File: config.mk
export PLATFORM = sky130hd
export DESIGN_NAME = hex_word_sender_flat
export DESIGN_NICKNAME = d
export VERILOG_FILES = /design/src/rtl/hex_word_sender_if.sv /design/src/rtl/hex_word_sender.sv /design/src/flat_wrapper.sv
export SDC_FILE = /design/constraint.sdc
export NUM_CORES = 1
export LEC_CHECK = 0
export ABC_CLOCK_PERIOD_IN_PS = 5430
export BUFFER_PORTS_ARGS = -buffer_cell sky130_fd_sc_hd__buf_4
export CORE_ASPECT_RATIO = 1.4
export CORE_MARGIN = 4
export CORE_UTILIZATION = 48
export CTS_CLUSTER_SIZE = 12
export DETAILED_ROUTE_END_ITERATION = 7
export PLACE_DENSITY = 0.73
export REMOVE_ABC_BUFFERS = 1
export SYNTH_ARGS = -nofsm -noshare
export SYNTH_HDL_FRONTEND = slang
export SYNTH_HIERARCHICAL = 1
export SYNTH_SLANG_ARGS = --single-unit
File: constraint.sdc
create_clock -name clk -period 5.43 [get_ports clk]
set_input_delay 0.8145 -clock clk [delete_from_list [all_inputs] [get_ports clk]]
set_output_delay 0.8145 -clock clk [all_outputs]
set_load 0.02 [all_outputs]
File: src/rtl/hex_word_sender_if.sv
// ---------------------------------------------------------------------------
// hex_word_sender_if
//   Handshake bundle for hex_word_sender: the upstream word port and the
//   downstream ASCII byte port to the UART transmitter.
//
//   Parameter:
//     NIBBLES     hex digits per word (1..8); data_in is 4*NIBBLES bits
//   Signals:
//     data_in     word to print
//     data_valid  upstream has a word
//     data_ready  sender can accept a word
//     tx_byte     ASCII character to the UART
//     tx_valid    tx_byte is valid
//     tx_ready    UART accepts tx_byte
//     busy        a word is in progress
//   Modports:
//     slave       the sender itself
//     master      the surroundings (producer + UART), e.g. a testbench
// ---------------------------------------------------------------------------
interface hex_word_sender_if #(
  parameter int NIBBLES = 4
);
  logic [4*NIBBLES-1:0] data_in;
  logic                 data_valid;
  logic                 data_ready;
  logic [7:0]           tx_byte;
  logic                 tx_valid;
  logic                 tx_ready;
  logic                 busy;

  modport slave (
    input  data_in, data_valid, tx_ready,
    output data_ready, tx_byte, tx_valid, busy
  );

  modport master (
    output data_in, data_valid, tx_ready,
    input  data_ready, tx_byte, tx_valid, busy
  );
endinterface

File: src/rtl/hex_word_sender.sv
// ---------------------------------------------------------------------------
// hex_word_sender
//   Serializes one 4*NIBBLES-bit word into ASCII hex characters, MSB nibble
//   first, one character per tx handshake, for the UART transmit path.
//   Optional CR/LF terminator after each word when HEX_SENDER_CRLF_EN is
//   defined; without it the last digit returns the FSM to IDLE.
//
//   Parameter:
//     NIBBLES  hex digits per word, 1..8 (default 4)
//   Ports:
//     clk      rising-edge clock
//     rst_n    synchronous active-low reset
//     bus      hex_word_sender_if.slave (data_in/data_valid/data_ready,
//              tx_byte/tx_valid/tx_ready, busy)
//
//   tx_byte/tx_valid are registered; data_ready/busy decode the state.
// ---------------------------------------------------------------------------

// Nibble to uppercase ASCII hex digit.
module hex_to_ascii (
  input  logic [3:0] nibble,
  output logic [7:0] ascii
);
  always_comb begin
    if (nibble < 4'd10) ascii = 8'h30 + {4'h0, nibble};
    else                ascii = 8'h37 + {4'h0, nibble};  // 'A' - 10
  end
endmodule

module hex_word_sender #(
  parameter int NIBBLES = 4
) (
  input  logic            clk,
  input  logic            rst_n,
  hex_word_sender_if.slave bus
);

  localparam int W  = 4 * NIBBLES;
  localparam int CW = (NIBBLES > 1) ? $clog2(NIBBLES) : 1;

`ifdef HEX_SENDER_CRLF_EN
  typedef enum logic [1:0] {
    IDLE     = 2'd0,
    SEND_HEX = 2'd1,
    SEND_CR  = 2'd2,
    SEND_LF  = 2'd3
  } state_t;
`else
  typedef enum logic [1:0] {
    IDLE     = 2'd0,
    SEND_HEX = 2'd1
  } state_t;
`endif

  state_t         state_q, state_d;
  logic [W-1:0]   shift_q, shift_d;
  logic [CW-1:0]  cnt_q,   cnt_d;
  logic [7:0]     byte_q,  byte_d;
  logic           valid_q, valid_d;

  logic [W-1:0]   shift_next;
  logic [3:0]     nib_sel;
  logic [7:0]     nib_ascii;
  logic           tx_hs;

  // Word after dropping the nibble just sent. For NIBBLES=1 this is all
  // zeros, which is never used because the counter is already 0.
  assign shift_next = shift_q << 4;

  // One converter serves both the first digit (straight from data_in on the
  // accept cycle) and every following digit (top of the shifted word).
  assign nib_sel = (state_q == IDLE) ? bus.data_in[W-1 -: 4]
                                     : shift_next[W-1 -: 4];

  hex_to_ascii u_hex_to_ascii (
    .nibble (nib_sel),
    .ascii  (nib_ascii)
  );

  assign tx_hs          = valid_q && bus.tx_ready;
  assign bus.data_ready = (state_q == IDLE);
  assign bus.busy       = (state_q != IDLE);
  assign bus.tx_byte    = byte_q;
  assign bus.tx_valid   = valid_q;

  // NOTE: every variable gets its hold value before the case statement, so
  // no path leaves one unassigned and no latch is inferred.
  always_comb begin
    state_d = state_q;
    shift_d = shift_q;
    cnt_d   = cnt_q;
    byte_d  = byte_q;
    valid_d = valid_q;

    case (state_q)
      IDLE: begin
        if (bus.data_valid) begin
          shift_d = bus.data_in;
          cnt_d   = CW'(NIBBLES - 1);
          byte_d  = nib_ascii;
          valid_d = 1'b1;
          state_d = SEND_HEX;
        end
      end

      SEND_HEX: begin
        if (tx_hs) begin
          if (cnt_q != '0) begin
            shift_d = shift_next;
            cnt_d   = cnt_q - CW'(1);
            byte_d  = nib_ascii;
          end else begin
`ifdef HEX_SENDER_CRLF_EN
            byte_d  = 8'h0D;
            state_d = SEND_CR;
`else
            valid_d = 1'b0;
            state_d = IDLE;
`endif
          end
        end
      end

`ifdef HEX_SENDER_CRLF_EN
      SEND_CR: begin
        if (tx_hs) begin
          byte_d  = 8'h0A;
          state_d = SEND_LF;
        end
      end

      SEND_LF: begin
        if (tx_hs) begin
          valid_d = 1'b0;
          state_d = IDLE;
        end
      end
`endif

      default: begin
        valid_d = 1'b0;
        state_d = IDLE;
      end
    endcase
  end

  // State register.
  // NOTE: sequential state uses non-blocking assignments so every register
  // samples the pre-edge values regardless of statement order.
  always_ff @(posedge clk) begin
    if (!rst_n) state_q <= IDLE;
    else        state_q <= state_d;
  end

  // Datapath registers. Reset clears the word in flight, so a reset mid-word
  // emits nothing further, not even a terminator.
  always_ff @(posedge clk) begin
    if (!rst_n) begin
      shift_q <= '0;
      cnt_q   <= '0;
      byte_q  <= 8'h00;
      valid_q <= 1'b0;
    end else begin
      shift_q <= shift_d;
      cnt_q   <= cnt_d;
      byte_q  <= byte_d;
      valid_q <= valid_d;
    end
  end

endmodule

File: src/flat_wrapper.sv
// flat-port wrapper written by rule: the top's interface ports become plain ports
module hex_word_sender_flat 
#(
  parameter int NIBBLES = 4
)
  (clk, rst_n, bus_data_in, bus_data_valid, bus_tx_ready, bus_data_ready, bus_tx_byte, bus_tx_valid, bus_busy);
  hex_word_sender_if #(.NIBBLES(NIBBLES)) bus_i ();
  input  logic clk;
  input  logic rst_n;
  input wire logic [$bits(bus_i.data_in)-1:0] bus_data_in;
  input wire logic [$bits(bus_i.data_valid)-1:0] bus_data_valid;
  input wire logic [$bits(bus_i.tx_ready)-1:0] bus_tx_ready;
  output wire logic [$bits(bus_i.data_ready)-1:0] bus_data_ready;
  output wire logic [$bits(bus_i.tx_byte)-1:0] bus_tx_byte;
  output wire logic [$bits(bus_i.tx_valid)-1:0] bus_tx_valid;
  output wire logic [$bits(bus_i.busy)-1:0] bus_busy;
  assign bus_i.data_in = bus_data_in;
  assign bus_i.data_valid = bus_data_valid;
  assign bus_i.tx_ready = bus_tx_ready;
  assign bus_data_ready = bus_i.data_ready;
  assign bus_tx_byte = bus_i.tx_byte;
  assign bus_tx_valid = bus_i.tx_valid;
  assign bus_busy = bus_i.busy;
  hex_word_sender #(.NIBBLES(NIBBLES)) u_core (.clk(clk), .rst_n(rst_n), .bus(bus_i));
endmodule
Word level (Yosys, flattened, before mapping)
Index checks and enable logic that the tools add are counted.
- register bits after elaboration: 25
- input bits: 20
- output and inout port bits: 11
- add/subtract/negate cells: 3
- order comparisons: 1
- equal/unequal tests: 5
- mux-type cells: 22
- reduce and logical (&&, ||, !) cells: 7
- operators with widths (kind ; count):
    12-bit two-way mux ; 3
    8-bit two-way mux ; 3
    12-bit case mux with 2 select lines ; 1
    8-bit case mux with 2 select lines ; 1
    6-bit by 4-bit adder with 7-bit output, first input constant ; 2
    2-bit two-way mux ; 6
    2-bit case mux with 2 select lines ; 2
    7-bit two-way mux ; 1
    2-bit nonzero test ; 3
    4-bit < comparator, second input constant ; 1
    4-bit two-way mux ; 1
    2-bit by 1-bit != test with 1-bit output, second input constant ; 2
    2-bit != test, second input constant ; 2
    4-bit AND reduction ; 1
    1-bit two-way mux ; 3
    3-bit AND reduction ; 1
    2-bit by 1-bit equality test with 1-bit output, second input constant ; 1
    2-bit logical NOT ; 1
    1-bit case mux with 2 select lines ; 1
    2-bit by 1-bit subtractor with 2-bit output, second input constant ; 1
    1-bit logical AND ; 1

Longest topological paths before layout
- depth in word-level cells: 7
- gate-level depth with buffers: 9

Modules after synthesis
Netlist, hierarchy kept.
- by module, submodules not included (module ; times used ; cells an instance ; area each (sq um) ; seq. area each (sq um)):
    hex_word_sender ; 1 ; 124 ; 1177.4 ; 460.4
    hex_to_ascii ; 1 ; 16 ; 105.1 ; 0.0

Least setup slack after synthesis
OpenSTA, ideal clock, no wires.
- path type: reg-to-reg
- from: reg u_core.valid_q (netlist: u_core/bus.tx_valid)
- to: reg u_core.byte_q[2] (netlist: u_core/bus.tx_byte[2])
- arrival time: 1.925 ns
- required time: 5.312 ns
- path slack: 3.387 ns
- stages on the path, launching flop included: 10
- buffers on the path: 2
- path through: dfxtp_1 -> buf_4 -> buf_2 -> mux2_2 -> inv_1 -> ha_1 -> nand2_2 -> mux2_1 -> nand2_1 -> mux2i_1
- word-level cells in the longest chain between the ends: 3
- RTL lines (item ; line ; RTL):
    from (decl) ; hex_word_sender.sv:59 ; logic valid_q, valid_d;
    from (signal assigned) ; hex_word_sender.sv:167 ; valid_q <= valid_d;
    1-bit logical AND ; hex_word_sender.sv:80 ; assign tx_hs = valid_q && bus.tx_ready;
    2-bit by 1-bit != test with 1-bit output (no source line) ; - ;
    4-bit AND reduction (no source line) ; - ;
    to (signal assigned) ; hex_word_sender.sv:166 ; byte_q <= byte_d;
    to (decl) ; hex_word_sender.sv:58 ; logic [7:0] byte_q, byte_d;
Every way passes these cells.
A chain may end at the register's enable or synchronous reset.

==> flow_summary.toml <==
[clocking]
hold_buffers = 0
cts.sinks = 23
worstSkewPairLatency_ps = 310
cts_resized = 0
cts_tree = "yes"
cts_setup_buffers = 0
root_buffer = "clkbuf_4"
htree_levels = 1
clk_pin_slew_worst_paths_ps = 120
cts_buffer_depth = 2
cts_inserted_buffers = 3

[setup_path]
cp-start-kind = "flip-flop"
cp.arrival_ps = 1170
cp-startpoint = "u_core/bus.tx_valid"
crit_fanout = 30
r2r_slack_ps = 3520
rr_startpoint = "u_core/bus.tx_valid"
required_ps = 4620
worst-setup-path-type = "flip-flop to output pin"
worstSetupEndpointType = "output pin"

[global_routing]
grt_pass1_wl_um = 3980
antenna_found_initial = 0
grt.total_usage_pct = 13.8
first_global_vias = 937
grt.overflow.total = 0
grt_max_degree = 40

[yosys]
avgSynthCellArea_sq_um = 9.16
synth_top_area_share_pct = 35.9
synthFlopType = "dfxtp_1"
synth_common_cells = "36 x nand2_1, 23 x dfxtp_1, 20 x mux2i_1"
async_flop_share_pct = 0
yosysWarnings = 6
synth_most_common_cell = "nand2_1"
synth-seq-area-share_pct = 35.9
ys_types = 27
synthTopCellsByArea = "dfxtp_1 36%, mux2i_1 16%, mux2_2 11%"
ys_seq_elements = 23
netlist_area_sq_um = 1280
syn_inst = 140
yosysTopAreaCell = "dfxtp_1"
synth_edf_count = 0

[detailed_routing]
vias = 972
wirelength_um = 2270
viasPerCell = 4.93
ant_nets = 0
route.detailed.wl_per_inst_um = 11.5
drtIter0Drc = 29
drt_first_pass_iters = 4
drc = 0

[sta]
final-hold-violation-count = 0
timing.final.max_slew_violations = 0
setup_viol = 0
setup_slack_ps = 3440
worstMarginPinSlew_ps = 773
period_share_pct = 36.6
rsz0062_at_grt = "false"
slew_headroom_pct = 47.4
skew_ps = 6.10
setup_tns_ps = 0
post-route-min-period_ps = 1990
max_freq_ghz = 0.503
hold_slack_ps = 464

[layout]
fin_area_sq_um = 1500
seqCellArea_sq_um = 460
diodes = 0
multi_input_area_sq_um = 716
layout.nets = 186
n_fill_cell = 241
syn_to_final_growth_pct = 16.8
fin_cells = 197
drive_gt1_share_pct = 31.3

[floorplanning]
rows = 21
ios = 31
die_x_um = 51.7
die_h_um = 69.2
start_util_pct = 51.9
die_area_sq_um = 3570
fp.coreArea_sq_um = 2470

[placed_design]
finalWeightedCongestion = 0.698
hpwlAfterDp_um = 1650
place_inst = 193
dp_slack_ps = 3320
placed_cell_area_sq_um = 1470
port_buffers = 30

[pwr]
powerDensity_nw_per_um2 = 254
leakagePower_nw = 0.686
vdd_drop_max_v = 0.000152

[worst_hold_path]
holdCritStartpoint = "u_core/shift_q[6]"
min_path_type = "flip-flop to flip-flop"

[run_status]
status = "complete, no violations"

[run]
maxCapViolCount = 0
## kinds of logic (layout without fill, tap and decap cells)
family          after synthesis  count (layout)  share of synthesized area, %
flops                        23              23                          35.9
mux                          35              35                          29.7
other cells                   1               1                         0.292
buf+inv                      17              40                          8.29
fa+ha+maj                     2               2                          1.95
xor+xnor                      2               2                          1.37
compound gates               15              15                          6.93
simple gates                 45              45                          15.6
## path summary, 6_finish.rpt
check / to / depth (start not counted)
worst max-delay path: bus_data_ready / 3
worst min-delay path: u_core/shift_q[6] / 2
worst max register to register: u_core/bus.tx_byte[2] / 8
worst min register to register: u_core/shift_q[6] / 2
## where the power goes
| group | leakage (nW) | internal (mW) | switching (mW) |
|---|---|---|---|
| clock network | 0.0177 | 0.0275 | 0.0514 |
| logic | 0.479 | 0.0556 | 0.0542 |
| registers | 0.189 | 0.184 | 0.00797 |
## placed cells by master, fill, tap and decap left out
| cell type | count |
|---|---|
| xnor2_1 | 2 |
| ha_1 | 2 |
| nor2b_1 | 2 |
| mux2_2 | 13 |
| mux2i_1 | 20 |
| mux2_1 | 1 |
| nand2_2 | 1 |
| clkinv_2 | 1 |
| a31oi_1 | 1 |
| o21ai_1 | 1 |
| and2_1 | 4 |
| o31ai_1 | 2 |
| inv_1 | 5 |
| o21a_1 | 1 |
| mux2i_4 | 1 |
| buf_4 | 31 |
| nor2b_4 | 1 |
| o21ai_0 | 2 |
| nand2_1 | 36 |
| conb_1 | 1 |
| a21oi_1 | 4 |
| clkbuf_4 | 3 |
| nor3b_1 | 1 |
| dfxtp_1 | 23 |
| o22ai_1 | 4 |
## stage by stage
stage | util [%] | total power [mW]
2_1_floorplan | - | 0.268
3_3_place_gp | 59.5 | 0.303
3_5_place_dp | 59.5 | 0.306
4_1_cts | 60.6 | 0.386
5_1_grt | 60.6 | 0.405
6_report | 60.6 | 0.380
## cell type report
cell class | count | area share (%)
Tap cell | 34 | 2.84
Inverter | 5 | 1.25
Multi-Input combinational cell | 100 | 47.8
Clock inverter | 1 | 0.334
Timing Repair Buffer | 31 | 15.5
Sequential cell | 23 | 30.7
Clock buffer | 3 | 1.50
## sequential cells by signal, summed over array words and instances, names as in the netlist
name,flops
u_core/shift_q,12
u_core/bus.tx_valid,1
u_core/cnt_q,2
u_core/bus.tx_byte,8
## critical path, stage by stage (launching register included)
cell and delay [ps]:
dfxtp_1 330, buf_4 310, inv_1 70, buf_4 160
## layer usage
| metal | vias up | track usage (%) | share of wire (%) | routed length [um] |
|---|---|---|---|---|
| met1 | 434 | 18.1 | 44 | 1010 |
| met5 | - | 0 | 0 | 0 |
| met4 | 0 | 4.37 | 0.57 | 13 |
| met2 | 22 | 22.8 | 49 | 1110 |
| met3 | 2 | 2.16 | 5.9 | 135 |
| li1 | 514 | - | - | - |
(Power assumes the default switching activity.)
